**config.mk**
```make
export PLATFORM = sky130hd
export DESIGN_NAME = stopwatch_ctrl
export DESIGN_NICKNAME = d
export VERILOG_FILES = /design/src/rtl/stopwatch_ctrl.sv
export SDC_FILE = /design/constraint.sdc
export NUM_CORES = 1
export LEC_CHECK = 0
export ABC_AREA = 1
export CAP_MARGIN = 15
export CORE_MARGIN = 4
export CORE_UTILIZATION = 55
export DETAILED_ROUTE_END_ITERATION = 6
export DONT_BUFFER_PORTS = 1
export GPL_TIMING_DRIVEN = 0
export PLACE_DENSITY = 0.74
export SYNTH_ARGS = -nofsm -noshare
export SYNTH_HDL_FRONTEND = slang
export SYNTH_SLANG_ARGS = --single-unit
```
**constraint.sdc**
```tcl
create_clock -name clk -period 1.71 [get_ports clk]
set_input_delay 0.513 -clock clk [delete_from_list [all_inputs] [get_ports clk]]
set_output_delay 0.513 -clock clk [all_outputs]
set_load 0.03 [all_outputs]
```
**src/rtl/stopwatch_ctrl.sv**
```systemverilog
// Pushbutton/switch front end and mode sequencer driving the stopwatch datapath.
// Raw button edge to output pulse: DEBOUNCE_CYCLES+3 cycles; no backpressure, pulses are single-cycle and registered.
module stopwatch_ctrl #(
  parameter int DEBOUNCE_CYCLES = 1_000_000,
  parameter int ALARM_CYCLES    = 300_000_000,
  parameter int CNT_W           = 29
) (
  input  logic       clk,
  input  logic       rst,
  input  logic       btn_ss,
  input  logic       btn_rst,
  input  logic       btn_inc,
  input  logic       btn_min,
  input  logic       sw_up,
  input  logic       sw_prog,
  input  logic       zero,
  output logic       s,
  output logic       p,
  output logic       u,
  output logic       sw_rst,
  output logic       inc,
  output logic       min,
  output logic       beep,
  output logic [2:0] mode
);

  typedef enum logic [2:0] {
    IDLE    = 3'd0,
    RUNNING = 3'd1,
    PAUSED  = 3'd2,
    PROGRAM = 3'd3,
    ALARM   = 3'd4
  } state_t;

  localparam int NB    = 4;
  localparam int B_SS  = 0;
  localparam int B_RST = 1;
  localparam int B_INC = 2;
  localparam int B_MIN = 3;
  localparam logic [CNT_W-1:0] DB_LAST = CNT_W'(DEBOUNCE_CYCLES - 1);
  localparam logic [CNT_W-1:0] AL_LAST = CNT_W'(ALARM_CYCLES - 1);

  logic [NB-1:0]    btn_s1, btn_s2, btn_deb, btn_deb_q, pls;
  logic [CNT_W-1:0] db_cnt [NB];
  logic             up_s1, up_s2, prog_s1, prog_s2;
  logic             zero_q, zero_rise;

  // The up-switch synchronizer resets to 1 so u holds its reset value until the real switch arrives.
  always_ff @(posedge clk) begin
    if (rst) begin
      btn_s1    <= '0;
      btn_s2    <= '0;
      btn_deb   <= '0;
      btn_deb_q <= '0;
      up_s1     <= 1'b1;
      up_s2     <= 1'b1;
      prog_s1   <= 1'b0;
      prog_s2   <= 1'b0;
      zero_q    <= 1'b0;
      for (int i = 0; i < NB; i++) db_cnt[i] <= '0;
    end else begin
      btn_s1    <= {btn_min, btn_inc, btn_rst, btn_ss};
      btn_s2    <= btn_s1;
      btn_deb_q <= btn_deb;
      up_s1     <= sw_up;
      up_s2     <= up_s1;
      prog_s1   <= sw_prog;
      prog_s2   <= prog_s1;
      zero_q    <= zero;
      for (int i = 0; i < NB; i++) begin
        if (btn_s2[i] == btn_deb[i]) begin
          db_cnt[i] <= '0;
        end else if (db_cnt[i] == DB_LAST) begin
          db_cnt[i]  <= '0;
          btn_deb[i] <= btn_s2[i];
        end else begin
          db_cnt[i] <= db_cnt[i] + CNT_W'(1);
        end
      end
    end
  end

  assign pls       = btn_deb & ~btn_deb_q;
  assign zero_rise = zero & ~zero_q;

  state_t           state, state_nxt;
  logic [CNT_W-1:0] al_cnt, al_cnt_nxt;
  logic             u_nxt, s_nxt, sw_rst_nxt, inc_nxt, min_nxt;

  always_ff @(posedge clk) begin
    if (rst) begin
      state  <= IDLE;
      al_cnt <= '0;
      u      <= 1'b1;
      s      <= 1'b0;
      sw_rst <= 1'b0;
      inc    <= 1'b0;
      min    <= 1'b0;
    end else begin
      state  <= state_nxt;
      al_cnt <= al_cnt_nxt;
      u      <= u_nxt;
      s      <= s_nxt;
      sw_rst <= sw_rst_nxt;
      inc    <= inc_nxt;
      min    <= min_nxt;
    end
  end

  always_comb begin
    state_nxt  = IDLE;
    al_cnt_nxt = '0;
    u_nxt      = u;
    s_nxt      = 1'b0;
    sw_rst_nxt = 1'b0;
    inc_nxt    = 1'b0;
    min_nxt    = 1'b0;
    case (state)
      IDLE: begin
        state_nxt  = IDLE;
        u_nxt      = up_s2;
        sw_rst_nxt = pls[B_RST];
        if (prog_s2) begin
          state_nxt = PROGRAM;
        end else if (pls[B_SS] && !pls[B_RST]) begin
          state_nxt = RUNNING;
          s_nxt     = 1'b1;
        end
      end
      RUNNING: begin
        state_nxt = RUNNING;
        // Countdown expiry outranks both buttons; the s pulse halts the datapath.
        if (!u && zero_rise) begin
          state_nxt = ALARM;
          s_nxt     = 1'b1;
        end else if (pls[B_RST]) begin
          sw_rst_nxt = 1'b1;
        end else if (pls[B_SS]) begin
          state_nxt = PAUSED;
          s_nxt     = 1'b1;
        end
      end
      PAUSED: begin
        state_nxt = PAUSED;
        u_nxt     = up_s2;
        if (pls[B_RST]) begin
          state_nxt  = IDLE;
          sw_rst_nxt = 1'b1;
        end else if (pls[B_SS]) begin
          state_nxt = RUNNING;
          s_nxt     = 1'b1;
        end
      end
      PROGRAM: begin
        state_nxt  = prog_s2 ? PROGRAM : IDLE;
        inc_nxt    = pls[B_INC];
        min_nxt    = pls[B_MIN];
        sw_rst_nxt = pls[B_RST];
      end
      ALARM: begin
        if ((|pls) || al_cnt == AL_LAST) begin
          state_nxt  = IDLE;
          sw_rst_nxt = 1'b1;
        end else begin
          state_nxt  = ALARM;
          al_cnt_nxt = al_cnt + CNT_W'(1);
        end
      end
      default: state_nxt = IDLE;
    endcase
  end

  assign mode = state;
  assign p    = (state == PROGRAM);
  assign beep = (state == ALARM);

endmodule

```
==> impl.org <==
** Place
- RD Place Congestion :: ~0.92
- Port-buffer cells :: 0
- Placed instance count :: 1748
- Detailed Place HPWL :: 17200 um

** Setup path
- The worst setup path is captured at an output port.
- STA puts the critical path data arrival time at approximately 1.4 ns.
- Required arrival time at the worst endpoint :: between 1 and 1.5 ns
- The setup path with the least slack is of type register to output port.
- Along the worst path, the maximum fanout reaches 4.
- Crit path launch type :: register

** Status
- Outcome :: finished with violations
- The final reports fail on negative setup slack.

** Power and ir drop
- PD cells :: between 700 and 800 nW/um^2
- Static power due to leakage :: 4.96 nW
- Across the VDD grid, the largest voltage drop is 0.000745 V.

** Detailed routing
- Count of routing violations after the opening detailed-route iteration :: roughly 590
- DRC Markers :: 0
- Average wire per standard cell :: roughly 14 um
- Using the TritonRoute via totals, the vias-per-cell ratio works out to just over 5.
- Drt total wl :: 25500 um
- Drt pass-1 iters :: 5
- Antenna-violating nets left :: 0
- For this block, the via count after detailed routing is 9526.

** Logic synthesis
- Dividing the synthesized area by the synthesized cell count gives between 7 and 8 um^2.
- Cell type contributing the most total cell area after synthesis :: edfxtp_1
- Flip-flop and latch count after synthesis :: 174
- Largest cells by area after synthesis :: edfxtp_1, nand2_1, nor2_1
- Synthesized-area fraction occupied by xor and xnor cells :: 0.0523
- Proportion of netlist area held by the largest area contributor :: 0.341
- Of the total synthesized cell area, the portion taken by AND, OR, NAND and NOR gates is 0.372.
- Most used flip-flop cell after synthesis :: edfxtp_1
- Share of the synthesized area in compound gates (AO/OA/AOI/OAI) :: 0.0406
- Gate count of the mapped netlist :: about 1400
- Yosys instantiated no cell more often than nand2_1.
- Sequential-to-total area share from yosys stat :: 0.455
- Yosys printed 0 warnings.
- Post-synthesis cell type count :: 44
- Adder and majority cell fraction of the synthesized area :: 0.00613
- After synthesis, the largest family of logic cells by area is simple AND/OR/NAND/NOR gates.
- For this run, asynchronously set or reset flops after synthesis account for 0.
- Ranked by instance count, the synthesized netlist is headed by nand2_1, nor2_1, inv_1.
- The synthesized design contains 116 enable-type register cells.
- After synthesis, the share of cell area in mux cells is 0.
- Syn Std Cell Area :: 10200 um^2

** Floorplan
- # rows :: 49
- Pin placement for this block handled 19 I/O pins.
- Measured along the y axis, the die boundary spans between 100 and 150 um.
- The floorplan step defined a die boundary enclosing between 20000 and 25000 um^2.
- The core region is roughly 18000 um^2.
- The die is 144 um wide.
- The initial utilization of the core area, before any placement, comes to 0.564.

** STA
- Derived from the worst setup path, the maximum achievable clock frequency is 0.527 GHz.
- Worst Tran Pin Value :: 0.512 ns
- Final setup skew :: between 0.007 and 0.008 ns
- Unrepaired setup endpoints after global routing :: yes
- Worst slew slack as a fraction of its limit :: 0.658
- Crit share post-route :: 1.11
- The hold violation count in the final report was 0.
- Counting I/O delays and the setup requirement, the final critical path takes 1.90 ns.
- The total count of max-transition violations in the final report is 0.
- Setup violations remaining at the end of the flow were counted as between 60 and 70.
- In the post-route analysis, the smallest setup slack over all paths is -0.188 ns.

** Clock tree
- Max Buffers Root-to-Sink :: 2
- After clock tree synthesis, the flow added hold-fix buffers numbering 0.
- H-tree levels :: 4
- TritonCTS built the clock tree.
- TritonCTS sink count :: approximately 170
- Later-pin clock latency in the skew report :: 0.43 ns
- After clock tree synthesis, the clock-pin slew on the worst setup and hold paths is 0.07 ns.
- CTS placed an instance of clkbuf_16 at the clock tree root.
- Number of buffers added by the clock tree synthesis step :: 17

** Cells and area
- 0 antenna diodes ended up in the layout.
- Filler-free cell count of the finished design :: roughly 1900
- Area overhead of the layout relative to synthesis :: 27.6%
- Area taken by flip-flops and latches :: 4660 um^2
- For this run, the post-layout net count is 1632.
- Summing all multi-input logic gate instances after layout gives about 5900 um^2.
- The filler cells instantiated in the layout total 1429.
- Core utilization of the finished layout :: 0.720
- Of the cells placed in the final design, the portion with a size suffix greater than 1 is 0.191.

** GRT
- Vias in the first global route :: around 9000
- Wire length of the first global-routing pass :: about 40000 um
- Pin count of the biggest net entering global routing :: 17
- After global routing the overflow that remains totals 0.
- The number of antenna violations at the first check in global routing came to 1.
- Total GRT Usage :: 0.237

** Min path
- Min-delay worst type :: input pin to register

** Run
- The tool flagged a number of max-cap violations equal to 0.
[worst max-delay path, cell delays in order (launching register included)]
cell,delay [ns]
dfxtp_4,0.45
inv_6,0.06
nor3_4,0.45
[cells in the final DEF, fill, tap and decap left out, drive strengths merged, types with 16 or more instances in the layout]
cell	instances
nor2	328
o21ai	16
nand3	63
nand3b	20
nor3	41
edfxtp	116
xnor2	26
xor2	35
nand2	422
clkbuf	26
conb	116
a21oi	49
nand4	18
buf	92
dfxtp	58
inv	171
[stage by stage]
step / power [mW] / worst slack [ns] / instance area (um^2) / hold WS, ns / setup TNS [ns]
floorplan: 5.11 / 0.00790 / 10600 / 0.388 / 0
global placement: 5.21 / -0.364 / 10900 / 0.390 / -27.78
detailed placement: 5.22 / -0.391 / 10900 / 0.400 / -31.88
CTS: 9.08 / -0.201 / 12100 / 0.165 / -1.49
global route: 9.48 / -0.250 / 13000 / 0.164 / -10.50
finish: 9.15 / -0.188 / 13000 / 0.177 / -2.99
[sequential cells by signal, summed over array words and instances, names as in the netlist, 3 cells and up]
| register | cells |
|---|---|
| mode | 3 |
| db_cnt | 116 |
| al_cnt | 29 |
| btn_s2 | 4 |
| btn_deb | 4 |
| btn_deb_q | 4 |
| btn_s1 | 4 |
[area by class of cell]
class	instances	area share
Sequential cell	174	0.357
Clock inverter	10	0.00576
Timing Repair Buffer	83	0.0610
Clock buffer	22	0.0389
Buffer	13	0.00922
Tap cell	229	0.0220
Inverter	167	0.0493
Multi-Input combinational cell	1162	0.456
[path summary, 6_finish.rpt]
| path | startpoint | endpoint | slack [ns] | cells after the start |
|---|---|---|---|---|
| setup reg to reg | db_cnt[2][0] | db_cnt[2][5] | -0.11 | 10 |
| hold reg to reg | btn_s1[0] | btn_s2[0] | 0.41 | 2 |
| setup / recovery | mode[0] | p | -0.19 | 2 |
| hold / removal | sw_up | up_s1 | 0.18 | 1 |
[where the power goes]
part / total [mW] / leakage [nW] / internal (mW) / switching (mW)
logic: 0.563 / 3.00 / 0.214 / 0.349
registers: 4.77 / 1.67 / 4.61 / 0.152
clock network: 3.82 / 0.288 / 2.13 / 1.70
[routing by layer]
| layer | global-route usage | vias to the layer above | share of wire |
|---|---|---|---|
| li1 | - | 4769 | - |
| met1 | 0.301 | 4358 | 0.42 |
| met2 | 0.400 | 301 | 0.48 |
| met3 | 0.0499 | 96 | 0.058 |
| met4 | 0.0928 | 2 | 0.036 |
| met5 | 0 | - | 0.00043 |
[repair_timing]
action                                  4_1_cts  5_1_grt
buffers inserted                             36       43
endpoints found under the setup margin      153      141
cloned                                        2        3
pin swaps                                    11       31
gates resized for setup                      59      177
[logic make-up after synthesis]
| group | Yosys count |
|---|---|
| adders and majority gates | 5 |
| AOI/OAI and AO/OA | 76 |
| xor gates and xnor gates | 61 |
| other | 1 |
| buffers and inverters | 183 |
| and+or+nand+nor | 904 |
| DFF | 174 |
Note: power is estimated with default switching activity, not from simulation.
